**config.mk**
```make
export PLATFORM = sky130hd
export DESIGN_NAME = uart_frame_scheduler
export DESIGN_NICKNAME = d
export VERILOG_FILES = /design/src/rtl/uart_frame_scheduler.sv
export SDC_FILE = /design/constraint.sdc
export NUM_CORES = 1
export LEC_CHECK = 0
export ABC_CLOCK_PERIOD_IN_PS = 4500
export BUFFER_PORTS_ARGS = -buffer_cell sky130_fd_sc_hd__buf_2
export CAP_MARGIN = 20
export CORE_ASPECT_RATIO = 1.4
export CORE_UTILIZATION = 57
export CTS_BUF_LIST = sky130_fd_sc_hd__clkbuf_2
export CTS_CLUSTER_SIZE = 16
export DETAILED_ROUTE_END_ITERATION = 7
export PLACE_DENSITY = 0.87
export SYNTH_ARGS = -nofsm -noshare
export SYNTH_HDL_FRONTEND = slang
export SYNTH_SLANG_ARGS = --single-unit
```
**constraint.sdc**
```tcl
create_clock -name clk -period 4.5 [get_ports clk]
set_input_delay 0.45 -clock clk [delete_from_list [all_inputs] [get_ports clk]]
set_output_delay 0.45 -clock clk [all_outputs]
set_load 0.01 [all_outputs]
```
**src/rtl/uart_frame_scheduler.sv**
```systemverilog
// uart_frame_scheduler: round-robin framing arbiter sharing one uart_tx between byte-stream sources
module uart_frame_scheduler #(
   parameter int         NUM_SRC   = 2,
   parameter logic [7:0] SYNC_BYTE = 8'h7E
) (
   input  logic                 clk,
   input  logic                 rst,
   input  logic [8*NUM_SRC-1:0] req_data,
   input  logic [NUM_SRC-1:0]   req_valid,
   input  logic [NUM_SRC-1:0]   req_last,
   output logic [NUM_SRC-1:0]   req_ready,
   output logic [NUM_SRC-1:0]   grant,
   output logic                 busy,
   output logic [7:0]           uart_byte,
   output logic                 uart_send,
   input  logic                 uart_ready
);
   localparam int IW = (NUM_SRC > 1) ? $clog2(NUM_SRC) : 1;

   typedef enum logic [3:0] {
      IDLE, HDR_I, HDR_W, ID_I, ID_W, DATA_I, DATA_W, CSUM_I, CSUM_W
   } state_t;

   state_t          state, state_nxt;
   logic [IW-1:0]   g, rr_ptr, sel;
   logic            found, last_seen, fire, valid_g;
   logic [7:0]      csum, byte_g, id_byte;

   assign valid_g = req_valid[g];
   assign byte_g  = req_data[8*int'(g) +: 8];
   assign id_byte = {{(8-IW){1'b0}}, g};
   assign fire    = uart_ready & ((state == HDR_I) | (state == ID_I) | (state == CSUM_I) |
                                  ((state == DATA_I) & valid_g));

   // round-robin pick: descending scan so the nearest requester after rr_ptr wins
   always_comb begin
      sel   = rr_ptr;
      found = 1'b0;
      for (int k = NUM_SRC; k >= 1; k--) begin
         if (req_valid[IW'((int'(rr_ptr) + k) % NUM_SRC)]) begin
            sel   = IW'((int'(rr_ptr) + k) % NUM_SRC);
            found = 1'b1;
         end
      end
   end

   // state register
   always_ff @(posedge clk or posedge rst) begin
      if (rst) state <= IDLE;
      else     state <= state_nxt;
   end

   // next state: each byte issues only when uart_tx is ready, then waits for ready to return
   always_comb begin
      state_nxt = state;
      case (state)
         IDLE:    state_nxt = found ? HDR_I : IDLE;
         HDR_I:   state_nxt = fire ? HDR_W : HDR_I;
         HDR_W:   state_nxt = uart_ready ? ID_I : HDR_W;
         ID_I:    state_nxt = fire ? ID_W : ID_I;
         ID_W:    state_nxt = uart_ready ? DATA_I : ID_W;
         DATA_I:  state_nxt = fire ? DATA_W : DATA_I;
         DATA_W:  state_nxt = uart_ready ? (last_seen ? CSUM_I : DATA_I) : DATA_W;
         CSUM_I:  state_nxt = fire ? CSUM_W : CSUM_I;
         CSUM_W:  state_nxt = uart_ready ? IDLE : CSUM_W;
         default: state_nxt = IDLE;
      endcase
   end

   // outputs: send and source handshake exist only in issue phases
   always_comb begin
      req_ready    = '0;
      req_ready[g] = (state == DATA_I) & uart_ready;
      uart_send    = fire;
      busy         = (state != IDLE);
      uart_byte    = ((state == HDR_I)  | (state == HDR_W))  ? SYNC_BYTE :
                     ((state == ID_I)   | (state == ID_W))   ? id_byte   :
                     ((state == DATA_I) | (state == DATA_W)) ? byte_g    :
                     ((state == CSUM_I) | (state == CSUM_W)) ? csum      : 8'h00;
   end

   // frame owner, running checksum, last-byte flag and round-robin pointer
   always_ff @(posedge clk or posedge rst) begin
      if (rst) begin
         g         <= '0;
         grant     <= '0;
         csum      <= 8'h00;
         last_seen <= 1'b0;
         rr_ptr    <= IW'(NUM_SRC - 1);
      end else begin
         if (state == IDLE && found) begin
            g     <= sel;
            grant <= NUM_SRC'(1) << sel;
            csum  <= 8'h00;
         end
         if (state == ID_I && fire) csum <= id_byte;
         if (state == DATA_I && fire) begin
            csum      <= csum ^ byte_g;
            last_seen <= req_last[g];
         end
         if (state == CSUM_W && uart_ready) begin
            rr_ptr <= g;
            grant  <= '0;
         end
      end
   end
endmodule
```
==> summary.md, run 1 <==
| Metric | Value |
|---|---|
| WP data required | `4050 ps` |
| Maximum VDD drop | `0.363 mV` |
| RSZ-0062 raised after global routing | `no` |
| Core area | `0.00200 mm2` |
| Post-route worst setup slack | `1770 ps` |
| CP Class | `reg -> out` |
| Pre-CTS setup slack | `2180 ps` |
| Largest net degree at the start of global routing | `18` |
| Internal reg-to-reg setup slack | `2090 ps` |
| Initial Util | `0.617` |
| Layout Cells excl Fill | `189` |
| Worst-Margin Slew | `721 ps` |
| Fillers | `168` |
| Share of flip-flops with an asynchronous set or reset | `1.00` |
| Die width | `41.3 um` |
| Setup Skew | `29.2 ps` |
| Setup TNS | `0 ps` |
| # rows | `19` |
| Multi-input logic area | `739 um2` |
| CTS tree | `yes` |
| Syn_area_per_cell | `8.99 um2` |
| Chip height | `57.0 um` |
| R2R cell count | `4` |
| Mapped Area | `0.00123 mm2` |
| Cells after Synth | `137` |
| Routed Antenna Nets | `0` |
| CTS root buffer | `clkbuf_2` |
| Register area share after synthesis | `0.347` |
| Status | `complete, no violations` |
| Antenna Cells | `0` |
| Setup crit end kind | `output pin` |
| Storage cell area | `427 um2` |
| Drt initial violations | `39` |
| Final hold viol count | `0` |
| Io pins | `37` |
| Routed len/inst | `16.1 um` |
| Initial antenna violation count | `0` |
| DRT Wirelength | `3050 um` |
| Post-synth top flop | `dfrtp_1` |
| Dpl cell area | `0.00139 mm2` |
| Final Cycle Share | `0.607` |
| Utilization after layout | `0.705` |
| First-pass iteration count of the detailed router | `4` |
| Number of flops mapped to enable cells by yosys | `0` |
| Number of global-route vias before repair | `1185` |
| Max-slew violation count | `0` |
| Synth cell types | `37` |
| Resize count post-CTS | `0` |
| Syn_nets | `160` |
| CTS Buf Count | `3` |
| Reg2reg end | `csum[7]` |
| Crit path DAT | `2280 ps` |
| Worst skew pair latency | `330 ps` |
| HPWL Detailed | `2180 um` |
| Final min period | `2730 ps` |
| GRT Total Usage | `0.303` |
| First-pass GRT wire length | `5050 um` |
| Crit path from | `state[2]` |
| # setup viols final | `0` |
| Final Cell Area | `0.00141 mm2` |
| Setup repair bufs after CTS | `0` |
| Met2 Track Usage GR | `0.496` |
| H-tree levels | `1` |
| Vias per Instance | `6.31` |
| Reg2reg start | `g` |
| GRT Max-Usage Layer | `met2` |
| Clock transition at path regs | `200 ps` |
| Die area | `0.00235 mm2` |
| Gr ovfl total | `0` |
| CP startpoint kind | `register` |
| YS warnings | `0` |
| GR Util met3 | `0.0467` |
| Share of cells above drive strength 1 | `0.310` |
| Hold/Removal Path Class | `in -> async` |
| Number of synthesized register bits | `17` |
| Layout Nets | `192` |
| Relative slew slack | `0.519` |
| Area delta synth->final | `14.3%` |
| Vias | `1193` |
| Sink Count | `17` |
| Clock Path Buffers | `2` |
| Placed cells | `185` |
| Max Fclk | `366 MHz` |
| Max cap viols | `0` |
| LEAKAGE | `0.801 nW` |
| Met1 Resource Use GR | `0.362` |
| Drt drc | `0` |
| Post-CTS Hold Fix Bufs | `0` |
| Max FO, Critical Path | `17` |
| Total power per unit cell area | `623 mW/mm2` |
| GP Congestion | `0.883` |
| I/O Buffers | `36` |
## per-layer routing
metal,up-vias,share of wire
li1,574,-
met1,553,0.41
met2,55,0.52
met3,11,0.047
met4,0,0.029
met5,-,0
## report_power, final
| group | internal [mW] | leakage, nW | switching [mW] |
|---|---|---|---|
| Clock | 0.0201 | 0.0164 | 0.0552 |
| Combinational | 0.223 | 0.573 | 0.256 |
| Sequential | 0.211 | 0.212 | 0.113 |
## through the flow
step	total power [mW]	hold slack, ps
final	0.877	169
after global routing	0.942	230
after CTS	0.874	206
after detailed placement	0.799	494
after global placement	0.781	483
after floorplan	0.664	375
## cell usage in the layout, fill, tap and decap left out, types with 2 or more instances in the layout
cell | Yosys | routed
and2_1 | 2 | 2
o21ai_0 | 5 | 5
mux2i_1 | 11 | 11
nand2_1 | 13 | 13
nor2b_1 | 2 | 2
nor3_1 | 3 | 3
a22o_1 | 6 | 6
buf_2 | 4 | 36
dfrtp_1 | 16 | 16
and3_1 | 9 | 9
nor2_1 | 11 | 11
a21oi_1 | 6 | 6
nand2b_1 | 3 | 3
nand3_1 | 2 | 2
nor4_1 | 3 | 3
mux2_2 | 2 | 2
inv_1 | 4 | 4
a211o_1 | 8 | 8
nor3_2 | 6 | 6
clkbuf_2 | 0 | 3
o22a_1 | 2 | 2
## cell families after synthesis
kind of cell              synth area share
AOI/OAI and AO/OA                    0.207
DFF                                  0.347
buffers and inverters               0.0528
muxes                                0.108
and+or+nand+nor                      0.278
xor gates and xnor gates           0.00712
## Yosys cell counts, types with 2 or more instances
| cell type | n | area, um2 |
|---|---|---|
| a22o_1 | 6 | 52.6 |
| nor2_1 | 11 | 41.3 |
| dfrtp_1 | 16 | 400 |
| nor3_2 | 6 | 60.1 |
| mux2_2 | 2 | 22.5 |
| a21oi_1 | 6 | 30.0 |
| nand3_1 | 2 | 10.0 |
| a211o_1 | 8 | 70.1 |
| buf_2 | 4 | 20.0 |
| and3_1 | 9 | 56.3 |
| o21ai_0 | 5 | 25.0 |
| o22a_1 | 2 | 17.5 |
| clkbuf_1 | 3 | 11.3 |
| nor3_1 | 3 | 15.0 |
| nand2_1 | 13 | 48.8 |
| nor2b_1 | 2 | 12.5 |
| nor4_1 | 3 | 18.8 |
| and2_1 | 2 | 12.5 |
| nand2b_1 | 3 | 18.8 |
| inv_1 | 4 | 15.0 |
| mux2i_1 | 11 | 110 |
## state kept, by name, indices dropped and copies added, names as in the netlist
name and cells:
csum 8, state 4, grant 2, g 1, last_seen 1, rr_ptr 1
## critical path: stages, from the launching register on
cell	delay, ps
dfrtp_1	720
nand2b_1	360
o21ai_1	520
a22o_1	230
buf_2	130
## worst max-delay path by stage
stage	endpoint	slack [ps]
finish	uart_byte[2]	1770
global placement	csum[2]	2200
global route	uart_byte[3]	1640
detailed placement	uart_byte[3]	2180
floorplan	uart_byte[0]	2690
CTS	uart_byte[6]	1800
## cell type report
| cell class | count | share of cell area |
|---|---|---|
| flip-flops and latches | 17 | 0.303 |
| well taps | 21 | 0.0187 |
| clock inverters | 1 | 0.00356 |
| inverters | 4 | 0.0107 |
| repair buffers | 36 | 0.128 |
| clock buffers | 3 | 0.0107 |
| multi-input cells | 107 | 0.525 |
No activity file was read; power rests on OpenSTA's default activity.
==> run 2, diff against run 1 <==
ABC_CLOCK_PERIOD_IN_PS = 2590   (was 4500)
CORE_UTILIZATION = 53   (was 57)
PLACE_DENSITY = 0.82   (was 0.87)
clock period = 2.59 ns   (was 4.5 ns; I/O delays follow)
==> run 2 against run 1 <==
Non-clock buffer count is 3 higher. Sequential share of layout area is 0.50 points lower. Largest power group unchanged. Final area is 1.7% higher. Critical path depth is 1 higher. The run now ends with hold timing left. Final cell count is 2.1% higher. Wire length is 1.1% higher. Register-to-register slack worse by 1500 ps.
==> summary.md, run 2 (synthesis results as in run 1) <==
| Metric | Value |
|---|---|
| LEAKAGE | `0.816 nW (+1.8%)` |
| First-pass GRT wire length | `5070 um (+0.42%)` |
| Relative slew slack | `0.506 (-0.0136)` |
| Final Cycle Share | `0.903` |
| Worst skew pair latency | `320 ps (about the same)` |
| R2R cell count | `4 (unchanged)` |
| Number of global-route vias before repair | `1167 (-1.5%)` |
| Failing checks | `hold timing` |
| Post-CTS Hold Fix Bufs | `0 (unchanged)` |
| Area delta synth->final | `16.3%` |
| First-pass iteration count of the detailed router | `4 (unchanged)` |
| Hold slack final | `-0.979 ps (-170 ps)` |
| Vias per Instance | `6.32 (+0.14%)` |
| GRT Total Usage | `0.268 (-0.0359)` |
| Slowest cell on crit path | `dfrtp_1` |
| HPWL Detailed | `2260 um (+3.8%)` |
| Pre-CTS setup slack | `563 ps (-1610 ps)` |
| Antenna Cells | `0 (unchanged)` |
| Die area | `0.00252 mm2 (+7.2%)` |
| Initial antenna violation count | `0 (unchanged)` |
| WP data required | `2330 ps (-1720 ps)` |
| Max-slew violation count | `0 (unchanged)` |
| Sink Count | `17 (unchanged)` |
| Max Fclk | `428 MHz` |
| Routed len/inst | `16.0 um (-0.98%)` |
| Max cap viols | `0 (unchanged)` |
| Routed Antenna Nets | `0 (unchanged)` |
| Layout Nets | `195 (+1.6%)` |
| Gr ovfl total | `0 (unchanged)` |
| Highest-count cells in the layout ignoring fill and taps | `buf_2 (36), dfrtp_1 (16), nand2_1 (13)` |
| Setup repair bufs after CTS | `0 (unchanged)` |
| Largest register FFs | `8 (unchanged)` |
| Setup TNS | `0 ps (unchanged)` |
| RSZ-0062 raised after global routing | `no` |
| Chip height | `59.0 um (+3.6%)` |
| Critical path, cell by cell | `nor2_1, nand3_1, o21ai_1, a22o_1, buf_2` |
| Commonest non-fill, non-tap cell in the layout | `buf_2` |
| CP Class | `reg -> out` |
| Multi-input logic area | `739 um2 (unchanged)` |
| H-tree levels | `1 (unchanged)` |
| CP startpoint kind | `register` |
| Fillers | `189 (+13%)` |
| Drt drc | `0 (unchanged)` |
| Die width | `42.7 um (+3.5%)` |
| Share of cells above drive strength 1 | `0.322 (+0.0121)` |
| Final min period | `2340 ps` |
| Initial Util | `0.566 (-0.0510)` |
| Max FO, Critical Path | `15 (-2)` |
| I/O Buffers | `36 (unchanged)` |
| Setup Skew | `9.82 ps (-19.3 ps)` |
| Storage cell area | `427 um2 (unchanged)` |
| CTS root buffer | `clkbuf_2` |
| Total power per unit cell area | `1090 mW/mm2 (+74%)` |
| Largest net degree at the start of global routing | `18 (unchanged)` |
| Io pins | `37 (unchanged)` |
| Clock transition at path regs | `180 ps (-20 ps)` |
| Drt initial violations | `29 (-26%)` |
| Largest regs | `csum (8), state (4), grant (2)` |
| Setup crit end kind | `output pin` |
| Hold/Removal Path Class | `in -> async` |
| Worst-Margin Slew | `735 ps (+13.7 ps)` |
| Resize count post-CTS | `0 (unchanged)` |
| Clock Path Buffers | `2 (unchanged)` |
| CTS tree | `yes` |
| # rows | `20 (+1)` |
| CP max stage delay | `600 ps (-120 ps)` |
| Vias | `1220 (+2.3%)` |
| Most flop-heavy register | `csum` |
| Maximum VDD drop | `0.646 mV (+78%)` |
| Final hold viol count | `5 (+5)` |
| Post-route worst setup slack | `252 ps (-1520 ps)` |
| Status | `complete, but fails checks` |
| DRT Wirelength | `3080 um (+1.1%)` |
| # setup viols final | `0 (unchanged)` |
| Crit path DAT | `2080 ps (-200 ps)` |
| CTS Buf Count | `3 (unchanged)` |
| Core area | `0.00218 mm2 (+9.0%)` |
| GP Congestion | `0.812 (-8.0%)` |
## run 2: cell types whose count changed in the layout (fill, tap and decap cells not counted)
cell,before,now
buf_4,0,3
clkbuf_2,3,4
clkinv_2,1,0
## run 2: layout make-up
cell class	instances	share of cell area
tap	22	0.0192
multi-input combinational	107	0.517
clock buffer	4	0.0140
timing repair buffer	39	0.142
sequential	17	0.298
inverter	4	0.0105
## run 2: per-stage QoR
step,hold WS [ps],instances,utilization,total power [mW],instance area (um2)
6_report,-0.979,193,0.657,1.55,1430
5_1_grt,63.7,193,0.657,1.68,1430
4_1_cts,21.8,193,0.657,1.55,1430
3_5_place_dp,387,189,0.648,1.41,1410
3_3_place_gp,382,189,0.648,1.38,1410
2_1_floorplan,184,137,-,1.15,1230
## run 2: layer usage
layer	GRT usage	up-vias	wire length, um
met5	0	-	0
met3	0.0335	10	165
met2	0.463	43	1660
met4	0.156	0	93
li1	-	572	-
met1	0.313	595	1160
## run 2: worst max-delay path: cells and delay by family, from the launching register on
kind / cells / cell delay [ps]
buffers and inverters: 1 / 130
AND/OR/NAND/NOR: 2 / 480
flip-flops: 1 / 600
AO/OA/AOI/OAI: 2 / 550
## run 2: path summary, 6_finish.rpt
path                             from      endpoint  slack, ps
hold / removal                    rst       csum[1]         -1
max in group asynchronous         rst      grant[0]       2160
min in group clk           uart_ready      state[3]        200
hold reg to reg             last_seen     last_seen        520
setup / recovery             state[1]  uart_byte[2]        250
setup reg to reg                    g       csum[6]        540
## run 2: power by group
part / total, mW / switching (mW) / internal, mW
logic: 0.910 / 0.505 / 0.405
registers: 0.510 / 0.143 / 0.367
clock network: 0.133 / 0.0922 / 0.0409
